==> src/rtl/reorder_buffer_pkg.sv <==
// Shared definitions for the reorder buffer: default sizes, instruction id
// codes, the entry record and the head-instruction commit classifier.
package reorder_buffer_pkg;

    localparam int DEF_ROB_SIZE   = 16;
    localparam int DEF_ROB_IDX_W  = 4;
    localparam int DEF_INSTR_ID_W = 6;

    // Loads occupy ids 0..ID_LHU; ALU ops follow the branches.
    localparam logic [DEF_INSTR_ID_W-1:0] ID_LHU   = 6'd4;
    localparam logic [DEF_INSTR_ID_W-1:0] ID_SB    = 6'd5;
    localparam logic [DEF_INSTR_ID_W-1:0] ID_SW    = 6'd7;
    localparam logic [DEF_INSTR_ID_W-1:0] ID_LUI   = 6'd8;
    localparam logic [DEF_INSTR_ID_W-1:0] ID_AUIPC = 6'd9;
    localparam logic [DEF_INSTR_ID_W-1:0] ID_JAL   = 6'd10;
    localparam logic [DEF_INSTR_ID_W-1:0] ID_JALR  = 6'd11;
    localparam logic [DEF_INSTR_ID_W-1:0] ID_BEQ   = 6'd12;
    localparam logic [DEF_INSTR_ID_W-1:0] ID_BGEU  = 6'd17;

    typedef enum logic [1:0] {
        CK_REG    = 2'd0,
        CK_STORE  = 2'd1,
        CK_BRANCH = 2'd2,
        CK_JALR   = 2'd3
    } commit_kind_e;

    typedef struct packed {
        logic                      busy;
        logic                      ready;
        logic [DEF_INSTR_ID_W-1:0] instr_id;
        logic [4:0]                rd;
        logic [31:0]               pc;
        logic                      pred_taken;
        logic [31:0]               val;
        logic                      taken;
        logic [31:0]               target;
    } rob_entry_t;

    function automatic commit_kind_e rob_commit_decode(input logic [DEF_INSTR_ID_W-1:0] instr_id);
        commit_kind_e kind;
        case (instr_id)
            ID_LUI, ID_AUIPC, ID_JAL: kind = CK_REG;
            ID_JALR:                  kind = CK_JALR;
            default: begin
                if (instr_id <= ID_LHU) begin
                    kind = CK_REG;
                end else if ((instr_id >= ID_SB) && (instr_id <= ID_SW)) begin
                    kind = CK_STORE;
                end else if ((instr_id >= ID_BEQ) && (instr_id <= ID_BGEU)) begin
                    kind = CK_BRANCH;
                end else begin
                    kind = CK_REG;
                end
            end
        endcase
        return kind;
    endfunction

endpackage

==> src/rtl/reorder_buffer.sv <==
// Circular reorder buffer: allocates at the tail, collects ALU/LSB results,
// commits in order from the head and flushes the window on a mispredict.
module reorder_buffer
    import reorder_buffer_pkg::*;
#(
    parameter int ROB_SIZE   = DEF_ROB_SIZE,
    parameter int ROB_IDX_W  = DEF_ROB_IDX_W,
    parameter int INSTR_ID_W = DEF_INSTR_ID_W
) (
    input  logic                  clk_in,
    input  logic                  rst_in,
    input  logic                  rdy_in,
    input  logic                  issue_en_in,
    input  logic [INSTR_ID_W-1:0] issue_instr_id_in,
    input  logic [4:0]            issue_rd_in,
    input  logic [31:0]           issue_pc_in,
    input  logic                  issue_pred_taken_in,
    output logic                  rob_empty_out,
    output logic [ROB_IDX_W-1:0]  rob_head_out,
    output logic [ROB_IDX_W-1:0]  rob_tail_out,
    input  logic                  alu_cdb_en_in,
    input  logic [ROB_IDX_W-1:0]  alu_cdb_idx_in,
    input  logic [31:0]           alu_cdb_val_in,
    input  logic                  alu_cdb_taken_in,
    input  logic [31:0]           alu_cdb_target_in,
    input  logic                  lsb_cdb_en_in,
    input  logic [ROB_IDX_W-1:0]  lsb_cdb_idx_in,
    input  logic [31:0]           lsb_cdb_val_in,
    input  logic [ROB_IDX_W-1:0]  query1_idx_in,
    output logic                  query1_ready_out,
    output logic [31:0]           query1_val_out,
    input  logic [ROB_IDX_W-1:0]  query2_idx_in,
    output logic                  query2_ready_out,
    output logic [31:0]           query2_val_out,
    output logic                  commit_reg_en_out,
    output logic [4:0]            commit_rd_out,
    output logic [31:0]           commit_val_out,
    output logic [ROB_IDX_W-1:0]  commit_idx_out,
    output logic                  commit_store_en_out,
    output logic                  flush_out,
    output logic [31:0]           flush_pc_out
);

    localparam logic [ROB_IDX_W-1:0] IDX_ONE = {{(ROB_IDX_W-1){1'b0}}, 1'b1};

    rob_entry_t           entries_r [ROB_SIZE];
    logic [ROB_IDX_W-1:0] head_r;
    logic [ROB_IDX_W-1:0] tail_r;
    logic                 empty_r;

    rob_entry_t           head_e_s;
    commit_kind_e         kind_s;
    logic                 full_s;
    logic                 commit_s;
    logic                 writes_reg_s;
    logic                 mispredict_s;
    logic [31:0]          redirect_pc_s;
    logic                 issue_ok_s;
    logic [ROB_IDX_W-1:0] head_inc_s;
    logic [ROB_IDX_W-1:0] tail_inc_s;

    assign rob_empty_out = empty_r;
    assign rob_head_out  = head_r;
    assign rob_tail_out  = tail_r;

    // Head classification, commit/flush decision and allocation acceptance.
    always_comb begin
        head_e_s      = entries_r[head_r];
        kind_s        = rob_commit_decode(head_e_s.instr_id);
        full_s        = (head_r == tail_r) && !empty_r;
        commit_s      = rdy_in && head_e_s.busy && head_e_s.ready;
        writes_reg_s  = ((kind_s == CK_REG) || (kind_s == CK_JALR)) && (head_e_s.rd != 5'd0);
        head_inc_s    = head_r + IDX_ONE;
        tail_inc_s    = tail_r + IDX_ONE;
        if (kind_s == CK_JALR) begin
            mispredict_s = commit_s;
        end else if (kind_s == CK_BRANCH) begin
            mispredict_s = commit_s && (head_e_s.taken != head_e_s.pred_taken);
        end else begin
            mispredict_s = 1'b0;
        end
        // JALR always goes to its computed target; branches fall through when not taken.
        if ((kind_s == CK_JALR) || head_e_s.taken) begin
            redirect_pc_s = head_e_s.target;
        end else begin
            redirect_pc_s = head_e_s.pc + 32'd4;
        end
        // A full buffer can still accept when the head frees its slot this cycle.
        issue_ok_s = rdy_in && issue_en_in && (!full_s || commit_s) && !mispredict_s;
    end

    // Operand lookup with forwarding from results broadcast this cycle.
    always_comb begin
        query1_ready_out = entries_r[query1_idx_in].ready;
        query1_val_out   = entries_r[query1_idx_in].val;
        query2_ready_out = entries_r[query2_idx_in].ready;
        query2_val_out   = entries_r[query2_idx_in].val;
        if (alu_cdb_en_in && (alu_cdb_idx_in == query1_idx_in)) begin
            query1_ready_out = 1'b1;
            query1_val_out   = alu_cdb_val_in;
        end else if (lsb_cdb_en_in && (lsb_cdb_idx_in == query1_idx_in)) begin
            query1_ready_out = 1'b1;
            query1_val_out   = lsb_cdb_val_in;
        end else begin
            query1_ready_out = entries_r[query1_idx_in].ready;
        end
        if (alu_cdb_en_in && (alu_cdb_idx_in == query2_idx_in)) begin
            query2_ready_out = 1'b1;
            query2_val_out   = alu_cdb_val_in;
        end else if (lsb_cdb_en_in && (lsb_cdb_idx_in == query2_idx_in)) begin
            query2_ready_out = 1'b1;
            query2_val_out   = lsb_cdb_val_in;
        end else begin
            query2_ready_out = entries_r[query2_idx_in].ready;
        end
    end

    // Entry storage, pointers and registered commit/flush outputs.
    always_ff @(posedge clk_in) begin
        if (rst_in) begin
            for (int i = 0; i < ROB_SIZE; i++) begin
                entries_r[i] <= '0;
            end
            head_r              <= '0;
            tail_r              <= '0;
            empty_r             <= 1'b1;
            commit_reg_en_out   <= 1'b0;
            commit_rd_out       <= 5'd0;
            commit_val_out      <= 32'd0;
            commit_idx_out      <= '0;
            commit_store_en_out <= 1'b0;
            flush_out           <= 1'b0;
            flush_pc_out        <= 32'd0;
        end else if (!rdy_in) begin
            commit_reg_en_out   <= 1'b0;
            commit_store_en_out <= 1'b0;
            flush_out           <= 1'b0;
        end else begin
            commit_reg_en_out   <= commit_s && writes_reg_s;
            commit_store_en_out <= commit_s && (kind_s == CK_STORE);
            flush_out           <= mispredict_s;
            if (commit_s) begin
                commit_rd_out  <= head_e_s.rd;
                commit_val_out <= head_e_s.val;
                commit_idx_out <= head_r;
            end
            if (mispredict_s) begin
                for (int i = 0; i < ROB_SIZE; i++) begin
                    entries_r[i] <= '0;
                end
                flush_pc_out <= redirect_pc_s;
                head_r       <= '0;
                tail_r       <= '0;
                empty_r      <= 1'b1;
            end else begin
                if (alu_cdb_en_in && entries_r[alu_cdb_idx_in].busy) begin
                    entries_r[alu_cdb_idx_in].ready  <= 1'b1;
                    entries_r[alu_cdb_idx_in].val    <= alu_cdb_val_in;
                    entries_r[alu_cdb_idx_in].taken  <= alu_cdb_taken_in;
                    entries_r[alu_cdb_idx_in].target <= alu_cdb_target_in;
                end
                if (lsb_cdb_en_in && entries_r[lsb_cdb_idx_in].busy) begin
                    entries_r[lsb_cdb_idx_in].ready <= 1'b1;
                    entries_r[lsb_cdb_idx_in].val   <= lsb_cdb_val_in;
                end
                if (commit_s) begin
                    entries_r[head_r].busy  <= 1'b0;
                    entries_r[head_r].ready <= 1'b0;
                    head_r                  <= head_inc_s;
                end
                // Written last so a full-buffer allocation overrides the freed head slot.
                if (issue_ok_s) begin
                    entries_r[tail_r] <= '{busy:       1'b1,
                                           ready:      1'b0,
                                           instr_id:   issue_instr_id_in,
                                           rd:         issue_rd_in,
                                           pc:         issue_pc_in,
                                           pred_taken: issue_pred_taken_in,
                                           val:        32'd0,
                                           taken:      1'b0,
                                           target:     32'd0};
                    tail_r  <= tail_inc_s;
                    empty_r <= 1'b0;
                end else if (commit_s && (head_inc_s == tail_r)) begin
                    empty_r <= 1'b1;
                end
            end
        end
    end

endmodule

==> config.mk <==
export PLATFORM = sky130hd
export DESIGN_NAME = reorder_buffer
export DESIGN_NICKNAME = d
export VERILOG_FILES = /design/src/rtl/reorder_buffer_pkg.sv /design/src/rtl/reorder_buffer.sv
export SDC_FILE = /design/constraint.sdc
export NUM_CORES = 2
export LEC_CHECK = 0
export CORE_AREA = 2 2 547 603
export DETAILED_ROUTE_END_ITERATION = 6
export DIE_AREA = 0 0 549 605
export PLACE_DENSITY = 0.52
export SLEW_MARGIN = 20
export SYNTH_ARGS = -nofsm -noshare
export SYNTH_HDL_FRONTEND = slang
export SYNTH_SLANG_ARGS = --single-unit
==> constraint.sdc <==
create_clock -name clk_in -period 8.8 [get_ports clk_in]
set_input_delay 1.76 -clock clk_in [delete_from_list [all_inputs] [get_ports clk_in]]
set_output_delay 1.76 -clock clk_in [all_outputs]
set_load 0.02 [all_outputs]
**Word level (Yosys, flattened, before mapping)**

Memory sizes are Yosys's and may differ from the RTL's. A register that Yosys moved wholly into a read port is not among the register bits.
Cells that the tools add are included.

- Add/sub/neg operators: 3
- $lt $le $gt $ge: 5
- Equal/unequal tests: 14
- Multiplexer cells: 78
- Bitwise logic cells: 17
- Reduce and logical (&&, ||, !) cells: 41

Operators by type and width:

| cell | count |
|---|---|
| 111-bit 2-to-1 mux | 20 |
| 111-bit OR reduction | 4 |
| 32-bit 2-to-1 mux | 5 |
| 4-bit 2-to-1 mux | 10 |
| 1-bit 2-to-1 mux | 36 |
| 32-bit by 3-bit adder with 32-bit output (second input constant) | 1 |
| 4-bit equality test | 6 |
| 6-bit by 4-bit equality test with 1-bit output (second input constant) | 4 |
| 1-bit logical AND | 19 |
| 1-bit bitwise OR | 16 |
| 6-bit by 3-bit less-or-equal comparator with 1-bit output (second input constant) | 2 |
| 2-bit 2-to-1 mux | 6 |
| 2-bit AND reduction | 5 |
| 4-bit by 1-bit adder with 4-bit output (second input constant) | 2 |
| 6-bit by 3-bit >= comparator with 1-bit output (second input constant) | 1 |
| 6-bit by 4-bit >= comparator with 1-bit output (second input constant) | 1 |
| 6-bit by 5-bit less-or-equal comparator with 1-bit output (second input constant) | 1 |
| 5-bit nonzero test | 1 |
| 2-bit equality test (second input constant) | 2 |
| 2-bit case mux with 2 select lines | 1 |
| 2-bit nonzero test | 2 |
| 1-bit logical NOT | 3 |
| 1-bit logical OR | 3 |
| 3-bit nonzero test | 1 |
| 6 further kinds | 6 |

- Flip-flop bits (word level): 85
- Memory bits (writable): 1776
- Input bits: 163
- Logic and storage cells: 169
- Memories kept: 1

Memory list:

| name | depth | width | rd ports | clocked after memory_dff | write ports | line | text |
|---|---|---|---|---|---|---|---|
| entries_r | 16 | 111 | 5 | 1 | 16 | reorder_buffer.sv:46 | `rob_entry_t entries_r [ROB_SIZE];` |

**Longest topological paths before layout**

- Depth in word-level cells: 18
- Gate-level depth with buffers: 29

**Least setup slack after synthesis**

OpenSTA, ideal clock, no wires.

- Path type: in2out
- From: input query2_idx_in[0]
- To: output query2_val_out[10]
- Data arrival time: 4620 ps
- Required time: 7040 ps
- Slack: 2420 ps
- Cell stages on the path: 8
- Buffers on the path: 4
- Path through: clkbuf_1 clkbuf_1 clkbuf_1 xor2_1 nor4_1 clkbuf_1 mux2i_1 o21ai_0

- Longest elaborated chain between the ends: 4
- Elaborated cells on any way between the ends: 7
- Those cells by class: 2 x eq/ne; 2 x mux; 2 x reduce/logical; 1 x memory

Ends and longest elaborated chain:

| element | line | text |
|---|---|---|
| from (decl) | reorder_buffer.sv:32 | `input logic [ROB_IDX_W-1:0] query2_idx_in,` |
| branches (longest 3 deep; another with memory 16 x 111 bit) | - |  |
| 32-bit 2-to-1 mux * | reorder_buffer.sv:107 | `if (alu_cdb_en_in && (alu_cdb_idx_in == query2_idx_in)) begin` |
| to (decl) | reorder_buffer.sv:34 | `output logic [31:0] query2_val_out,` |

Mark *: on every way between the ends.

==> run metrics <==
DIE AREA=332100 um^2; layout cells sized above 1=17.87%; vias in the first global route=79.67k; setup slack after layout=1.488 ns; setup TNS=0 ns; Max Slew Vio Count=0; Final Cycle Share=83.09%; synth top area cells=dfxtp_1 24%, edfxtp_1 22%, mux4_2 19%; Startpoint Class=flip-flop; die width=549 um; Final setup viols=0; maximum buffer depth of the clock tree=4; YS warnings=0; VDD IR max=0.1411 mV; register bit count reported by yosys=1865; DRC violations left=0; I/O Buffers=313; crit path time final=7.312 ns; worst hold path type=reg -> reg; top cell type by total area after synthesis=dfxtp_1; Resized cells post-CTS=0; crit path capture type=flip-flop; share of the synthesized area in the top cell type=23.83%; Leak=37.97 nW; area delta synth->final=13.87%; crit path DAT=7.98 ns; fmax=136.8 MHz; NumNets Final=8784; initial core utilization=29.92%; max layer used=met5; routed wl met2=193.9 mm; Core Box Area=325900 um^2; Post-DRT Antenna Nets=0; Mapped Cells=8991; post-synthesis sequential area ratio=45.51%; kind of critical path=reg -> reg; GPL Wtd Cong=0.8896; Syn Area/Cell=10.85 um^2; initial antenna violation count=67; Hold Vio Cnt, Final=0; total CTS buffers=219; RSZ-0062 raised after global routing=no; CTS root buf=clkbuf_16; EDFF count, synth=704; status=completed; largest net degree at the start of global routing=208; Unique masters post-synth=85; DR WL/cell=33.73 um; Met3 Routed Length=56.73 mm; Place WS=1.670 ns; cell area power density=182.9 nW/um^2; cts hold-fix bufs=0; async set-or-reset flop fraction in the synthesized netlist=0%; clock slew at reported path FFs=0.06 ns; Detailed Routing Iterations Pass 1=6; H-tree levels=4; synthesized cell area=97510 um^2; WP data required=9.47 ns; grt total ovfl=0; routed wire length=443.2 mm; Max Clock Skew=0.1043 ns; Max transition margin=16.34%; DP HPWL=244.4 mm; First DRT Iteration DRCs=11.68k; Worst Tran Pin Value=1.255 ns; Post-Syn Nets=9166; IO Pins=314; via count=82.06k; Clock Sinks=1865; post-CTS setup buffer count=0; first-pass GRT wire length=618.3 mm; Layout fillers=32.18k; ys flop type=dfxtp_1; wl on met1=162.9 mm; gr usage total=25.91%; total of max-cap violations=0; CP Max Fanout=56; CTS tree=done; row cnt=220; Clock Latency Late Sink=0.94 ns; vias per inst=6.245; Die H=605 um
==> kinds of logic (layout without fill, tap and decap cells) <==
family                   count (synthesis)  count (layout)  synth area share (%)
AND/OR/NAND/NOR                       3274            3274                 16.62
flip-flops                            1865            1865                 45.51
AO/OA/AOI/OAI                         1558            1558                 10.55
buffers and inverters                 1191             980                 5.045
multiplexers                          1047            1047                 21.72
XOR/XNOR                                44              44                0.3952
adder cells (fa/ha/maj)                 12              12                0.1540
other                                    0              32                     0
==> cell usage after synthesis, types with 17 or more instances <==
cell type  number
a31o_2         17
nand3b_1       71
or3_1          54
and3_1        545
nor3_1        254
xor2_1         20
a2111oi_0      27
nand3_1       463
buf_2         151
edfxtp_1      704
nor2_1        760
inv_1          44
a21oi_1       554
nand2_1       694
xnor2_1        24
a22oi_1       272
nand2b_1       17
and2_1        308
dfxtp_1      1161
buf_1         125
a211o_1        39
mux4_2        833
o21ai_0       221
a211oi_1       87
buf_4          28
clkbuf_1      827
mux2i_1       183
a32oi_1        32
a221oi_1      244
nor4_1         21
==> critical path, stage by stage (launching register included) <==
cell      delay (ns)
dfxtp_4         0.82
buf_4           0.45
mux4_2          0.55
mux4_2          0.52
nand2_1         0.10
a21oi_1         0.07
o21ba_2         0.27
ha_1            0.29
inv_1           0.08
a311oi_1        0.05
nand3_1         0.14
o21ba_1         0.45
a31o_4          0.50
and4_4          0.57
buf_4           0.57
and2_4          0.74
buf_4           0.60
a211oi_1        0.12
==> sequential cells by signal, indices dropped and copies added, names as in the netlist, named ones only <==
name,flops
commit_idx_out,4
commit_rd_out,5
commit_reg_en_out,1
commit_store_en_out,1
commit_val_out,32
entries_r,1776
flush_out,1
flush_pc_out,32
rob_empty_out,1
rob_head_out,4
rob_tail_out,4
==> per-layer routing <==
metal	global-route usage, %	up-vias
met2	39.10	6208
met1	32.60	41230
met4	15.41	32
li1	-	33140
met5	0	-
met3	7.882	1458
==> stage by stage <==
step	cells	hold WS [ns]	area [um^2]	power, W	util (%)
2_1_floorplan	8991	0.4404	97510	0.01044	-
3_3_place_gp	12710	0.4466	104000	0.01140	31.90
3_5_place_dp	12710	0.4467	104000	0.01143	31.90
4_1_cts	13110	0.4558	110900	0.02034	34.02
5_1_grt	13130	0.4680	111000	0.02079	34.06
6_report	13140	0.4550	111000	0.02031	34.07
==> final cells by class <==
| type | count | area (um^2) | area share [%] |
|---|---|---|---|
| multi-input combinational | 5935 | 48950 | 44.09 |
| sequential | 1865 | 44400 | 39.98 |
| clock buffer | 309 | 6171 | 5.557 |
| tap | 4329 | 5416 | 4.878 |
| timing repair buffer | 543 | 5100 | 4.593 |
| clock inverter | 83 | 740.7 | 0.6671 |
| inverter | 45 | 181.4 | 0.1634 |
| antenna | 32 | 80.08 | 0.07212 |
==> cells in the final DEF (no fill, tap or decap), drive strengths merged, types with 60 or more instances in the layout <==
master and n:
clkinv 60, nand2 694, dfxtp 1161, nand3 464, clkdlybuf4s50 304, clkbuf 311
mux2i 183, a22oi 273, edfxtp 704, o21ai 223, buf 237, nor2 760
and3 545, nor3 257, a21oi 556, nand3b 71, a211oi 88, mux4 849
and2 309, a221oi 246
==> report_power, final <==
group | total [W] | switching [W] | leakage (nW) | internal (W)
combinational | 0.00202 | 0.00152 | 18.3 | 0.000493
sequential | 0.00928 | 0.0000896 | 16.2 | 0.00919
clock | 0.00902 | 0.00389 | 3.40 | 0.00513
total | 0.0203 | 0.00550 | 38.0 | 0.0148
==> worst paths after layout <==
check | from | end | slack, ns | depth (start not counted)
max | flip-flop | entries_r[9][64] | 1.49 | 17
min | commit_val_out[19] | commit_val_out[19] | 0.45 | 2
max reg2reg | flip-flop | entries_r[9][64] | 1.49 | 17
min reg2reg | commit_val_out[19] | commit_val_out[19] | 0.45 | 2
No activity file was read; power rests on OpenSTA's default activity.
==> variant, RTL diff (config.mk and constraints unchanged) <==
Set the package constant `DEF_ROB_IDX_W` to 5 (it was 4).
--- a/src/rtl/reorder_buffer_pkg.sv
+++ b/src/rtl/reorder_buffer_pkg.sv
@@ -3,7 +3,7 @@
 package reorder_buffer_pkg;
 
     localparam int DEF_ROB_SIZE   = 16;
-    localparam int DEF_ROB_IDX_W  = 4;
+    localparam int DEF_ROB_IDX_W  = 5;
     localparam int DEF_INSTR_ID_W = 6;
 
     // Loads occupy ids 0..ID_LHU; ALU ops follow the branches.
Ports: changed (7 resized); port bits go from 314 to 321. No check against the original RTL was run, so the function may have changed too.
==> variant against the original RTL <==
Routed wire length down 4.9%. Sequential cell count up 3. Total power down 4.6%. Worst setup slack better by 0.070 ns. Clock power up 2%. Cell area up 0.73%. Synthesized area up 0.70%. Non-clock buffer count down 5. Die area unchanged.
==> variant: results (changes against the original RTL) <==
[synth]
netlist_top_cells_count=dfxtp_1 (1164), a21oi_1 (1016), clkbuf_1 (842)
synthMuxAreaShare=0.203  ; -0.0139
synth_nets=9370  ; +2.2%
ys_top_cells_by_area=dfxtp_1 (24%), edfxtp_1 (22%), mux4_2 (18%)
synth-seq-cells=1868  ; +0.16%
synth_compound_area_frac=0.113  ; +0.00722
synth_cell_types=93  ; +9.4%
synth.top_cell.area_share=0.237  ; -0.00103
synth-adder-area-share=0.00153  ; -0.0000106

[finish]
multi_input_area_mm2=0.0497  ; +1.5%
regArea_mm2=0.0445  ; +0.14%
antenna_cells=23  ; -28%
multi_input_comb_cells=6167  ; +3.9%
buf_share=0.0456  ; -0.000333
n_clock_buffer=296  ; -4.2%
fill_cells=32200  ; +0.21%
drive_above_1_share=0.169  ; -0.00951
non_clock_buffer_count=538  ; -0.92%

[setup_path]
crit_arrival_ns=5.48  ; -2.50 ns
r2r_setup_slack_ns=1.74  ; +0.25 ns
timing.rr.end=entries_r[6][48]$_SDFFE_PN0P_

[route]
dr_wl_met3_um=49700  ; -12%
drt_first_iter_violations=10500  ; -10%
route.met2.wl_um=190000  ; -2.2%
routedWlPerCell_um=31.6  ; -6.2%

[placed_design]
place_ws_ns=1.39  ; -0.275 ns
gp_congestion=0.862  ; -3.1%
portBuffers=320  ; +2.2%

[grt]
grt_usage=0.246  ; -0.0133
use_met1=0.318  ; -0.00769
grt_max_degree=218  ; +4.8%
grt_pass1_vias=77100  ; -3.3%
use_met3=0.0647  ; -0.0141
grt_util_met2=0.380  ; -0.0110
grt_pass1_wl_um=590000  ; -4.6%

[worst_hold_path]
whs_endpoint=commit_val_out[18]$_SDFFE_PP0P_
hp-start=commit_val_out[18]$_SDFFE_PP0P_

[power_and_ir_drop]
leakagePower_uw=0.0366  ; -3.5%
netSwitchingFraction=0.245  ; -0.0257
p_clk_uw=9210  ; +2%
power_sequential_uw=9130  ; -2%

[sta]
post-route-worst-setup-slack_ns=1.56  ; +0.0702 ns

[status]
status=finished clean

[clock_tree]
insertion_delay_ns=0.96  ; +0.02 ns

-- variant: cells by family (layout without fill, tap and decap cells) --
kind of cell | count (synthesis) | after routing
compound gates | 1813 | 1813
fa+ha+maj | 12 | 12
simple gates | 3347 | 3347
xor+xnor | 50 | 50
flops | 1868 | 1868
other cells | 0 | 23
mux | 945 | 945
buf+inv | 1156 | 937
-- variant: metrics by stage --
stage               hold WS [ns]   util  area [µm²]  total power (µW)  std cells
floorplan                  0.444      -       98200              9880       9191
global placement           0.447  0.321      105000             10300      12900
detailed placement         0.449  0.321      105000             10300      12900
CTS                        0.457  0.343      112000             19400      13300
global route               0.474  0.343      112000             19800      13300
finish                     0.458  0.343      112000             19400      13300
-- variant: critical path, stage by stage --
cell and delay [ns]:
clkdlybuf4s50_1 0.84, xor2_1 0.35, nor4_1 0.30, and3_4 0.23
buf_4 0.60, mux2i_1 0.16, o21ai_0 0.38, clkdlybuf4s50_1 0.70
